File: config.mk
export PLATFORM = sky130hd
export DESIGN_NAME = seq_lut_loader_flat
export DESIGN_NICKNAME = d
export VERILOG_FILES = /design/src/rtl/seq_lut_loader_pkg.sv /design/src/rtl/seq_lut_loader_if.sv /design/src/rtl/seq_lut_loader_stage_buf.sv /design/src/rtl/seq_lut_loader.sv /design/src/flat_wrapper.sv
export SDC_FILE = /design/constraint.sdc
export NUM_CORES = 1
export LEC_CHECK = 0
export BUFFER_PORTS_ARGS = -buffer_cell sky130_fd_sc_hd__clkbuf_2
export CAP_MARGIN = 20
export CORE_MARGIN = 2
export CORE_UTILIZATION = 63
export CTS_CLUSTER_DIAMETER = 120
export CTS_CLUSTER_SIZE = 8
export DETAILED_ROUTE_END_ITERATION = 8
export MAX_ROUTING_LAYER = met4
export PLACE_DENSITY = 0.84
export SYNTH_ARGS = -nofsm -noshare
export SYNTH_HDL_FRONTEND = slang
export SYNTH_HIERARCHICAL = 1
export SYNTH_SLANG_ARGS = --single-unit
export TNS_END_PERCENT = 100
File: constraint.sdc
create_clock -name clk -period 6.69 [get_ports clk]
set_input_delay 1.0035 -clock clk [delete_from_list [all_inputs] [get_ports clk]]
set_output_delay 1.0035 -clock clk [all_outputs]
set_load 0.01 [all_outputs]
File: src/rtl/seq_lut_loader_pkg.sv
// Types shared by the LUT loader, its staging buffer and the sequencer: state
// encodings, the packed 29-bit LUT entry, and the entry packing helper.
package seq_lut_loader_pkg;

  localparam int LUT_W = 29;

  typedef enum logic [2:0] {
    RST          = 3'd0,
    IDLE         = 3'd1,
    PANEL_STABLE = 3'd2,
    RESET_ROW    = 3'd3,
    INTEGRATE    = 3'd4,
    SAMPLE       = 3'd5,
    CONVERT      = 3'd6,
    READOUT      = 3'd7
  } seq_state_t;

  typedef struct packed {
    logic        sof;
    logic        eof;
    logic [15:0] length;
    logic [7:0]  repeat_count;
    seq_state_t  next_state;
  } lut_entry_t;

  typedef enum logic [2:0] {
    LD_IDLE,
    LD_SETUP,
    LD_WRITE,
    LD_HOLD,
    LD_VERIFY,
    LD_RELEASE
  } ld_state_t;

  function automatic lut_entry_t pack_lut_entry(input logic [2:0]  next_state,
                                                input logic [7:0]  repeat_count,
                                                input logic [15:0] length,
                                                input logic        eof,
                                                input logic        sof);
    lut_entry_t e;
    e.sof          = sof;
    e.eof          = eof;
    e.length       = length;
    e.repeat_count = repeat_count;
    e.next_state   = seq_state_t'(next_state);
    return e;
  endfunction

endpackage

File: src/rtl/seq_lut_loader_if.sv
// Host entry handshake: one sequence entry per valid&&ready transfer.
interface seq_lut_loader_if;
  logic        entry_valid_i;
  logic        entry_ready_o;
  logic [2:0]  entry_next_state_i;
  logic [7:0]  entry_repeat_i;
  logic [15:0] entry_length_i;
  logic        entry_eof_i;
  logic        entry_sof_i;

  modport master (
    output entry_valid_i, entry_next_state_i, entry_repeat_i,
           entry_length_i, entry_eof_i, entry_sof_i,
    input  entry_ready_o
  );

  modport slave (
    input  entry_valid_i, entry_next_state_i, entry_repeat_i,
           entry_length_i, entry_eof_i, entry_sof_i,
    output entry_ready_o
  );
endinterface

File: src/rtl/seq_lut_loader_stage_buf.sv
// Staging buffer of DEPTH LUT entries: append on write, random read by index.
// Clear with a simultaneous write leaves just the new entry at slot 0.
module seq_lut_stage_buf
  import seq_lut_loader_pkg::*;
#(
  parameter int DEPTH = 8
) (
  input  logic                     clk,
  input  logic                     rst,
  input  logic                     wr_en,
  input  logic                     clear,
  input  lut_entry_t               wr_data,
  input  logic [$clog2(DEPTH)-1:0] rd_addr,
  output lut_entry_t               rd_data,
  output logic [$clog2(DEPTH):0]   count,
  output logic                     full
);

  localparam int AW = $clog2(DEPTH);
  localparam int CW = AW + 1;

  lut_entry_t      mem [DEPTH];
  logic [AW-1:0]   wr_addr;

  assign wr_addr = clear ? '0 : count[AW-1:0];

  always_ff @(posedge clk) begin
    if (wr_en) mem[wr_addr] <= wr_data;
  end

  always_ff @(posedge clk) begin
    if (rst)        count <= '0;
    else if (clear) count <= wr_en ? CW'(1) : '0;
    else if (wr_en) count <= count + 1'b1;
  end

  assign rd_data = mem[rd_addr];
  assign full    = (count == CW'(DEPTH));

endmodule

File: src/rtl/seq_lut_loader.sv
// Stages host LUT entries and bursts them into the sequencer while holding it
// in reset. Define SEQ_LUT_VERIFY_EN to read back and compare after the burst.
module seq_lut_loader
  import seq_lut_loader_pkg::*;
#(
  parameter int DEPTH     = 8,
  parameter int RST_SETUP = 2,
  parameter int RST_HOLD  = 1
) (
  input  logic                   clk,
  input  logic                   reset_i,
  seq_lut_loader_if.slave        ent,
  input  logic                   commit_i,
  input  logic                   clear_i,
  output logic                   seq_reset_o,
  output logic                   lut_wen_o,
  output logic [LUT_W-1:0]       lut_write_data_o,
  output logic                   lut_rden_o,
  input  logic [LUT_W-1:0]       lut_read_data_i,
  output logic                   busy_o,
  output logic                   load_done_o,
  output logic                   error_o,
  output logic [$clog2(DEPTH):0] entry_count_o
);

  localparam int AW = $clog2(DEPTH);
  localparam int CW = AW + 1;
  localparam int TW = $clog2((RST_SETUP > RST_HOLD ? RST_SETUP : RST_HOLD) + 1);

  ld_state_t     state;
  logic [TW-1:0] tmr;
  logic [CW-1:0] idx;
  logic [CW-1:0] count;
  logic [AW-1:0] rd_addr;
  lut_entry_t    rd_data;
  logic          full, accept, buf_clear, commit_ok;

  assign ent.entry_ready_o = (state == LD_IDLE) && !full;
  assign accept            = ent.entry_valid_i && ent.entry_ready_o;
  // Commit beats clear; an entry accepted alongside commit counts toward the load.
  assign buf_clear         = (state == LD_IDLE) && clear_i && !commit_i;
  assign commit_ok         = (count != '0) || accept;
  assign entry_count_o     = count;

  seq_lut_stage_buf #(.DEPTH(DEPTH)) u_buf (
    .clk     (clk),
    .rst     (reset_i),
    .wr_en   (accept),
    .clear   (buf_clear),
    .wr_data (pack_lut_entry(ent.entry_next_state_i, ent.entry_repeat_i,
                             ent.entry_length_i, ent.entry_eof_i, ent.entry_sof_i)),
    .rd_addr (rd_addr),
    .rd_data (rd_data),
    .count   (count),
    .full    (full)
  );

`ifdef SEQ_LUT_VERIFY_EN
  logic [CW-1:0] chk_idx;
  logic          rd_vld_p1;
  assign rd_addr = (state == LD_VERIFY) ? chk_idx[AW-1:0] : idx[AW-1:0];
`else
  logic unused_rd_data;
  assign unused_rd_data = ^lut_read_data_i;
  assign lut_rden_o     = 1'b0;
  assign rd_addr        = idx[AW-1:0];
`endif

  always_ff @(posedge clk) begin
    if (reset_i) begin
      state            <= LD_IDLE;
      tmr              <= '0;
      idx              <= '0;
      seq_reset_o      <= 1'b0;
      lut_wen_o        <= 1'b0;
      lut_write_data_o <= '0;
      busy_o           <= 1'b0;
      load_done_o      <= 1'b0;
      error_o          <= 1'b0;
`ifdef SEQ_LUT_VERIFY_EN
      lut_rden_o       <= 1'b0;
      chk_idx          <= '0;
      rd_vld_p1        <= 1'b0;
`endif
    end else begin
      load_done_o <= 1'b0;
`ifdef SEQ_LUT_VERIFY_EN
      rd_vld_p1   <= lut_rden_o;
`endif
      case (state)
        LD_IDLE: begin
          if (commit_i) begin
            if (commit_ok) begin
              state       <= LD_SETUP;
              seq_reset_o <= 1'b1;
              busy_o      <= 1'b1;
              error_o     <= 1'b0;
              tmr         <= '0;
              idx         <= '0;
            end else begin
              error_o <= 1'b1;
            end
          end
        end
        LD_SETUP: begin
          if (tmr == TW'(RST_SETUP - 1)) begin
            state            <= LD_WRITE;
            lut_wen_o        <= 1'b1;
            lut_write_data_o <= rd_data;
            idx              <= idx + 1'b1;
          end else begin
            tmr <= tmr + 1'b1;
          end
        end
        // idx is the next entry to present; the burst ends once all are out.
        LD_WRITE: begin
          if (idx == count) begin
            state     <= LD_HOLD;
            lut_wen_o <= 1'b0;
            tmr       <= '0;
          end else begin
            lut_write_data_o <= rd_data;
            idx              <= idx + 1'b1;
          end
        end
        LD_HOLD: begin
          if (tmr == TW'(RST_HOLD - 1)) begin
`ifdef SEQ_LUT_VERIFY_EN
            state      <= LD_VERIFY;
            lut_rden_o <= 1'b1;
            idx        <= CW'(1);
            chk_idx    <= '0;
`else
            state       <= LD_RELEASE;
            seq_reset_o <= 1'b0;
            load_done_o <= 1'b1;
`endif
          end else begin
            tmr <= tmr + 1'b1;
          end
        end
`ifdef SEQ_LUT_VERIFY_EN
        // idx counts read pulses issued; chk_idx the entry whose data returns now.
        LD_VERIFY: begin
          lut_rden_o <= (idx < count);
          if (idx < count) idx <= idx + 1'b1;
          if (rd_vld_p1) begin
            if (lut_read_data_i != rd_data) begin
              state      <= LD_IDLE;
              lut_rden_o <= 1'b0;
              busy_o     <= 1'b0;
              error_o    <= 1'b1;
            end else if (chk_idx == count - 1'b1) begin
              state       <= LD_RELEASE;
              lut_rden_o  <= 1'b0;
              seq_reset_o <= 1'b0;
              load_done_o <= 1'b1;
            end else begin
              chk_idx <= chk_idx + 1'b1;
            end
          end
        end
`endif
        LD_RELEASE: begin
          state  <= LD_IDLE;
          busy_o <= 1'b0;
        end
        default: state <= LD_IDLE;
      endcase
    end
  end

endmodule

File: src/flat_wrapper.sv
// flat-port wrapper written by rule: the top's interface ports become plain ports
module seq_lut_loader_flat import seq_lut_loader_pkg::*;
#(
  parameter int DEPTH     = 8,
  parameter int RST_SETUP = 2,
  parameter int RST_HOLD  = 1
)
  (clk, reset_i, commit_i, clear_i, seq_reset_o, lut_wen_o, lut_write_data_o, lut_rden_o, lut_read_data_i, busy_o, load_done_o, error_o, entry_count_o, ent_entry_valid_i, ent_entry_next_state_i, ent_entry_repeat_i, ent_entry_length_i, ent_entry_eof_i, ent_entry_sof_i, ent_entry_ready_o);
  seq_lut_loader_if ent_i ();
  input  logic clk;
  input  logic reset_i;
  input  logic commit_i;
  input  logic clear_i;
  output logic seq_reset_o;
  output logic lut_wen_o;
  output logic [LUT_W-1:0] lut_write_data_o;
  output logic lut_rden_o;
  input  logic [LUT_W-1:0] lut_read_data_i;
  output logic busy_o;
  output logic load_done_o;
  output logic error_o;
  output logic [$clog2(DEPTH):0] entry_count_o;
  input wire logic [$bits(ent_i.entry_valid_i)-1:0] ent_entry_valid_i;
  input wire logic [$bits(ent_i.entry_next_state_i)-1:0] ent_entry_next_state_i;
  input wire logic [$bits(ent_i.entry_repeat_i)-1:0] ent_entry_repeat_i;
  input wire logic [$bits(ent_i.entry_length_i)-1:0] ent_entry_length_i;
  input wire logic [$bits(ent_i.entry_eof_i)-1:0] ent_entry_eof_i;
  input wire logic [$bits(ent_i.entry_sof_i)-1:0] ent_entry_sof_i;
  output wire logic [$bits(ent_i.entry_ready_o)-1:0] ent_entry_ready_o;
  assign ent_i.entry_valid_i = ent_entry_valid_i;
  assign ent_i.entry_next_state_i = ent_entry_next_state_i;
  assign ent_i.entry_repeat_i = ent_entry_repeat_i;
  assign ent_i.entry_length_i = ent_entry_length_i;
  assign ent_i.entry_eof_i = ent_entry_eof_i;
  assign ent_i.entry_sof_i = ent_entry_sof_i;
  assign ent_entry_ready_o = ent_i.entry_ready_o;
  seq_lut_loader #(.DEPTH(DEPTH), .RST_SETUP(RST_SETUP), .RST_HOLD(RST_HOLD)) u_core (.clk(clk), .reset_i(reset_i), .ent(ent_i), .commit_i(commit_i), .clear_i(clear_i), .seq_reset_o(seq_reset_o), .lut_wen_o(lut_wen_o), .lut_write_data_o(lut_write_data_o), .lut_rden_o(lut_rden_o), .lut_read_data_i(lut_read_data_i), .busy_o(busy_o), .load_done_o(load_done_o), .error_o(error_o), .entry_count_o(entry_count_o));
endmodule
# --- Yosys cells after proc, flatten, opt, wreduce, memory -nomap -nowiden ---
# Memories as Yosys holds them, arrays and structs flattened. A register that Yosys moved wholly into a read port is not among the register bits.
# Cells that the tools add are included.
word_totals:
  rom_bits: 0
  reg_bits: 47
  out_inout_bits: 40
  latchBits: 0
  wordCells: 93
  memories: 1
  ramBits: 232
  input_bits: 63
memory_table:
  columns: ["name", "depth", "width", "read_ports", "rd_ports_with_merged_regs", "write_ports", "line", "text"]
  rows:
  - ["u_core.u_buf.mem", 8, 29, 1, 1, 1, "seq_lut_loader_stage_buf.sv:22", "lut_entry_t mem [DEPTH];"]
op_classes:
  reduce_logical: 25
  mux: 38
  addsub: 3
  n_div: 0
  n_shift: 0
  magnitude_cmp: 0
  multipliers: 0
  eq_ne: 15
  bitwise: 1
ops:
  columns: ["cell", "n"]
  rows:
  - ["29-bit two-way mux", 2]
  - ["29-bit one-hot mux with 2 select lines", 1]
  - ["3-bit two-way mux", 8]
  - ["4-bit two-way mux", 6]
  - ["3-bit one-hot mux with 4 select lines", 1]
  - ["4-bit one-hot mux with 3 select lines", 1]
  - ["1-bit two-way mux", 10]
  - ["2-bit two-way mux", 5]
  - ["5-bit AND reduction", 2]
  - ["3-bit AND reduction", 3]
  - ["4-bit by 1-bit adder with 4-bit output (second input constant)", 2]
  - ["2-bit by 1-bit != test with 1-bit output (second input constant)", 4]
  - ["2-bit != test (second input constant)", 4]
  - ["2-bit one-hot mux with 4 select lines", 1]
  - ["2-bit nonzero test", 4]
  - ["4-bit nonzero test", 2]
  - ["3-bit by 2-bit equality test with 1-bit output (second input constant)", 2]
  - ["1-bit one-hot mux with 2 select lines", 3]
  - ["6-bit AND reduction", 1]
  - ["4-bit equality test", 1]
  - ["4-bit equality test (second input constant)", 1]
  - ["1-bit logical AND", 4]
  - ["4-bit AND reduction", 1]
  - ["3-bit by 1-bit equality test with 1-bit output (second input constant)", 1]
  - ["other kinds (11)", 12]

# --- Depth between registers and ports, before layout ---
logic_depth:
  word_depth: 10
  ltp_mapped: 9
  depth_no_buf: 8

# --- Cells and area by module ---
# The synthesis kept the hierarchy.
modules_own_cells:
  columns: ["module", "cells_each", "n_inst", "area_each_um2", "seq_area_each_um2"]
  rows:
  - ["seq_lut_stage_buf", 370, 1, 9073.7, 7046.8]
  - ["seq_lut_loader", 194, 1, 1869.3, 860.8]

# --- Worst setup path before layout ---
# Ideal clock, no wire load.
synth_timing:
  path_type: "reg-to-reg"
  start: "register u_core.u_buf.count[0]"
  end: "memory u_core/u_buf/mem[4][0] (netlist name) (enable)"
  setup_time_ps: 451
  required_ps: 6239
  n_path_buf: 1
  path_stages_with_launch: 9
  synth_period_minus_slack_ps: 4199
  setup_slack_ps: 2491
  arrival_ps: 3748
  path_cell_list: "dfxtp_1 inv_1 ha_1 and3b_1 and2b_1 and2_1 clkbuf_1 nand3b_1 nor3_1"
synth_via:
  elab_chain_len: 6
  elab_cells_between_ends: 7
  classes_between: "eq/ne (1); mux (3); reduce/logical (3)"
synth_lines:
  columns: ["item", "line", "text"]
  rows:
  - ["start: declaration", "seq_lut_loader_stage_buf.sv:15", "output logic [$clog2(DEPTH):0] count,"]
  - ["start signal: assignment", "seq_lut_loader_stage_buf.sv:33", "else if (clear) count <= wr_en ? CW'(1) : '0;"]
  - ["start signal: assignment", "seq_lut_loader_stage_buf.sv:34", "else if (wr_en) count <= count + 1'b1;"]
  - ["4-bit equality test", "seq_lut_loader_stage_buf.sv:38", "assign full = (count == CW'(DEPTH));"]
  - ["named net u_core.full", "seq_lut_loader.sv:36", "logic full, accept, buf_clear, commit_ok;"]
  - ["1-bit logical NOT", "seq_lut_loader.sv:38", "assign ent.entry_ready_o = (state == LD_IDLE) && !full;"]
  - ["1-bit logical AND", "seq_lut_loader.sv:38", null]
  - ["1-bit logical AND", "seq_lut_loader.sv:39", "assign accept = ent.entry_valid_i && ent.entry_ready_o;"]
  - ["named net u_core.accept", "seq_lut_loader.sv:36", null]
  - ["1-bit two-way mux", "seq_lut_loader_stage_buf.sv:28", "if (wr_en) mem[wr_addr] <= wr_data;"]
  - ["1-bit two-way mux (implied by the code)", "seq_lut_loader_stage_buf.sv:28", null]
  - ["end: declaration", "seq_lut_loader_stage_buf.sv:22", null]
# The timed path passes the listed nets, and every way through them passes these cells.

# --- Worst setup path in the final report ---
layout_timing:
  start: "register u_core.u_buf.count[0]"
  end: "memory u_core/u_buf/mem[3][22] (netlist name) (enable)"
# The elaborated chain is that of the path after synthesis.

==> out/results.env <==
CRIT_FANOUT=29
ROUTED_VIA_DENSITY=6.055
LAYOUT-DRIVE-GT1-SHARE=0.3115
CRITICAL_PATH.ENDPOINT='u_core/u_buf/mem[3][22]'
YOSYS_REGISTER_BITS=279
R2R_CELLS=7
GLOBALROUTE.TOTALOVERFLOW=0
SYNTH.LARGEST_AREA_CELL='edfxtp_1'
MAPPEDNETLISTNETS=632
TRACK_USAGE=0.2510
CP_DATA_ARRIVAL_TIME_NS=3.56
ANT_NETS=0
CP.REQUIRED_NS=6.81
SLEW_WORST_PIN_NS=1.089
MAX-CLOCK-PATH-BUFFERS=3
FIRST_PASS_DETAILED_ROUTE_ITERATION_TOTAL=5
NUMBER_OF_SETUP_BUFFERS_ADDED_AFTER_CTS=0
DIE_H_UM=135.8
SYNTH-ASYNC-RESET-RATIO=0
SYNTH.YOSYS.SEQ_AREA_SHARE=0.7226
POWER.SHARE.SEQUENTIAL=0.455
FINAL.PERIOD_UTILIZATION=0.5149
POWER.SHARE.SWITCHING=0.2438
CTS_BUFFERS=40
ROUTE.DETAILED.DRC=0
DP_CELLS=838
FINISH.NET_COUNT=725
DR_WL_CELL_UM=23.55
REPORT.FINAL.SETUP_VIOL=0
SYN_INST=564
TOTAL_POWER_W=0.004623
FIRST_ITER_VIOLATIONS=365
WORST_CLOCK_SKEW_NS=0.01419
MET3ROUTEDLENGTH_MM=1.366
SYNTHMUXAREASHARE=0.1892
FF_TO_FF_SETUP_SLACK_NS=3.25
RSZ0062_AT_GRT='false'
MAX_CAP_VIOL_COUNT=0
ROUTED_WIRE_LENGTH_MM=21.50
SYNTH_COMMON_CELLS='232 x edfxtp_1, 47 x dfxtp_1, 45 x mux4_2'
CTS_HTREE_LEVELS=2
CLK-INSERTION-DELAY-LATE_NS=0.51
TOTALNEGATIVESETUPSLACK_NS=0
WORSTSETUPPATHTYPE='register to register'
SYNTH_TOP_CELL_AREA_SHARE=0.6366
ROWS=48
CLOCK_POWER_SHARE=0.393
MAXCLOCKFREQUENCY_MHz=290.3
CTS-RESIZED-GATES=0
TOP_LAYER_USED='met4'
DOMINANT_CELL_BY_COUNT_IN_THE_SYNTHESIZED_NETLIST='edfxtp_1'
YOSYS.AREA_SHARE.XOR_XNOR=0.005603
CLOCK_TREE_FROM_TRITONCTS='built'
CLK_PIN_SLEW_WORST_PATHS_NS=0.05
INITIAL_UTILIZATION=0.6393
SYNTHSIMPLEGATEAREAFRAC=0.04002
POST_CTS_HOLD_BUFFER_COUNT=0
SYN_AREA_SQ_UM=10940
TOTAL_INTERNAL_POWER_W=0.003496
FINISH.INSTANCE_AREA_SQ_UM=12720
PLACEMENT.CELL_AREA_SQ_UM=11510
TIMING.RR.END='u_core/u_buf/mem[3][22]'
AREA_GROWTH_PCT=16.25
SYNTH_WARNINGS=6
CLOCK_SINK_COUNT=279
FINISH.CELL_COUNT_WITHOUT_FILLERS=913
TIMING_MAX_TRANSITION_VIOLATIONS_FINAL=0
FLOORPLAN.DIE_AREA_SQ_UM=18440
GRT_MAX_DEGREE=62
ANTENNA_FOUND_INITIAL=1
SYNTH_TOP_FAMILY_BY_AREA='multiplexers'
SYNTH_FA_HA_AREA_FRAC=0.005717
SYN-MEAN-INSTANCE-AREA_SQ_UM=19.40
CLK_ROOT_BUFFER_CELL='clkbuf_16'
WORST_SETUP_PATH_START_KIND='register'
SYNTH_COMPOUND_GATE_AREA_SHARE=0.01681
IOPINCOUNT=103
GP_ROUTABILITY_CONGESTION=0.7996
LAYOUT_SETUP_WS_NS=3.245
EDFF_COUNT_SYNTH=232
SYNTH_TOP_CELLS_BY_AREA='edfxtp_1 64%, mux4_2 9.3%, dfxtp_1 8.6%'
HOLD_VIOL_FINAL=0
SETUP.WORST_PATH.END_CLASS='register'
WORST_R2R_STARTPOINT='u_core/u_buf/count[0]'
CELLLEAKAGEPOWER_nW=4.216
WL_MET1_MM=8.631
DIE_WIDTH_UM=135.8
CORE-AREA_SQ_UM=17120
DETAILEDPLACEMENTHPWL_MM=10.70
POWER.SHARE.COMBINATIONAL=0.152
NUM_VIAS=5528
MIN-DELAY-PATH-CLASS='register to register'
VDD_IR_DROP_MAX_mV=0.2772
SYNTHDISTINCTLIBCELLS=52
SYNTH_FF_TYPE='edfxtp_1'
MET2WIRELENGTH_MM=11.01
POWER_SWITCHING_W=0.001127
DETAILEDPLACE.WORSTSLACK_NS=3.269
MAXSLEWHEADROOM=0.2721
PWR_DENSITY_CELL_nW_PER_UM2=363.4
RUN_STATUS='complete, no violations'
NUMPORTBUFFERS=72
FIRST_GLOBAL_VIAS=5741
CRIT_START='u_core/u_buf/count[0]'
GRT_FIRST_PASS_WIRELENGTH_MM=32.82
FIN_CRIT_NS=3.445
-- per-layer routing --
metal | up-vias | track usage
met5 | - | -
met4 | 0 | 0.08333
met1 | 2844 | 0.3152
met3 | 40 | 0.05986
met2 | 189 | 0.4094
li1 | 2455 | -
-- power by group through the flow --
stage | clock network, W | logic (W) | registers, W
after floorplan | 0 | 0.000528 | 0.00211
after global placement | 0 | 0.000664 | 0.00212
after detailed placement | 0 | 0.000691 | 0.00213
after CTS | 0.00186 | 0.000704 | 0.00210
after global routing | 0.00192 | 0.000765 | 0.00211
final | 0.00182 | 0.000702 | 0.00210
-- per-stage QoR --
| step | utilization | hold slack (ns) |
|---|---|---|
| global placement | 0.6713 | 0.4416 |
| finish | 0.7432 | 0.4704 |
| global route | 0.7432 | 0.4987 |
| floorplan | - | 0.4381 |
| detailed placement | 0.6725 | 0.4616 |
| CTS | 0.7398 | 0.4682 |
-- flip-flops by register name, indices dropped and copies added, names as in the netlist --
register                 count
u_core/error_o               1
u_core/idx                   4
u_core/lut_wen_o             1
u_core/state                 3
u_core/seq_reset_o           1
u_core/busy_o                1
u_core/tmr                   2
u_core/load_done_o           1
u_core/lut_write_data_o     29
u_core/u_buf/count           4
u_core/u_buf/mem           232
-- critical path, stage by stage, from the launching register on --
cell and delay (ns):
dfxtp_1 0.55, inv_1 0.16, ha_1 0.22, and3b_1 0.17
and2b_1 0.25, and2_1 0.31, or3b_1 0.53, nor2_4 0.85
-- layout by cell type, fill, tap and decap left out, types with 2 or more instances in the layout --
cell type  netlist  layout
dfxtp_1         47      44
or3_1            3       3
nand4_1          2       2
edfxtp_1       232     232
nor2_1          43      37
mux4_1          13      13
xnor2_1          5       5
a21oi_1          8       8
clkbuf_2         0      72
or4_1            2       2
buf_4            1       5
inv_1            7       7
xor2_1           2       2
ha_1             5       5
o21ai_0          2       2
mux4_2          45      45
nor3_1          11      10
mux2_2          19      19
nand2b_1         3       3
dfxtp_2          0       2
clkbuf_1        12      29
clkbuf_16        0      41
mux2i_1         34      34
o21ai_1          2       2
nand3b_1         2       2
buf_16           0       2
mux2_4          10      10
nor3b_1          2       2
nand2_1         10      10
and2_1           3       3
nand3_1          2       2
inv_6            0       2
nor2_4           0       6
-- worst min path at each step --
stage	startpoint	end	slack, ns	depth (start not counted)
floorplan	u_core/tmr[1]	u_core/tmr[1]	0.44	2
detailed placement	u_core/error_o	u_core/error_o	0.46	2
global placement	u_core/error_o	u_core/error_o	0.44	2
global route	u_core/error_o	u_core/error_o	0.50	2
CTS	u_core/error_o	u_core/error_o	0.47	2
finish	u_core/error_o	u_core/error_o	0.47	2
-- area by class of cell --
cell class                 instances  area (sq um)
antenna                            1         2.502
clock buffer                      70          1135
clock inverter                     2         17.52
fill                             984          4395
inverter                           7         26.28
multi-input combinational        249          2872
sequential                       279          7914
tap                              225         281.5
timing repair buffer              80         473.0
-- logic make-up after synthesis --
logic type,after synthesis
flip-flops,279
buffers and inverters,36
AO/OA/AOI/OAI,24
AND/OR/NAND/NOR,90
other,1
XOR/XNOR,7
multiplexers,122
adder cells (fa/ha/maj),5
No activity file was read; power rests on OpenSTA's default activity.
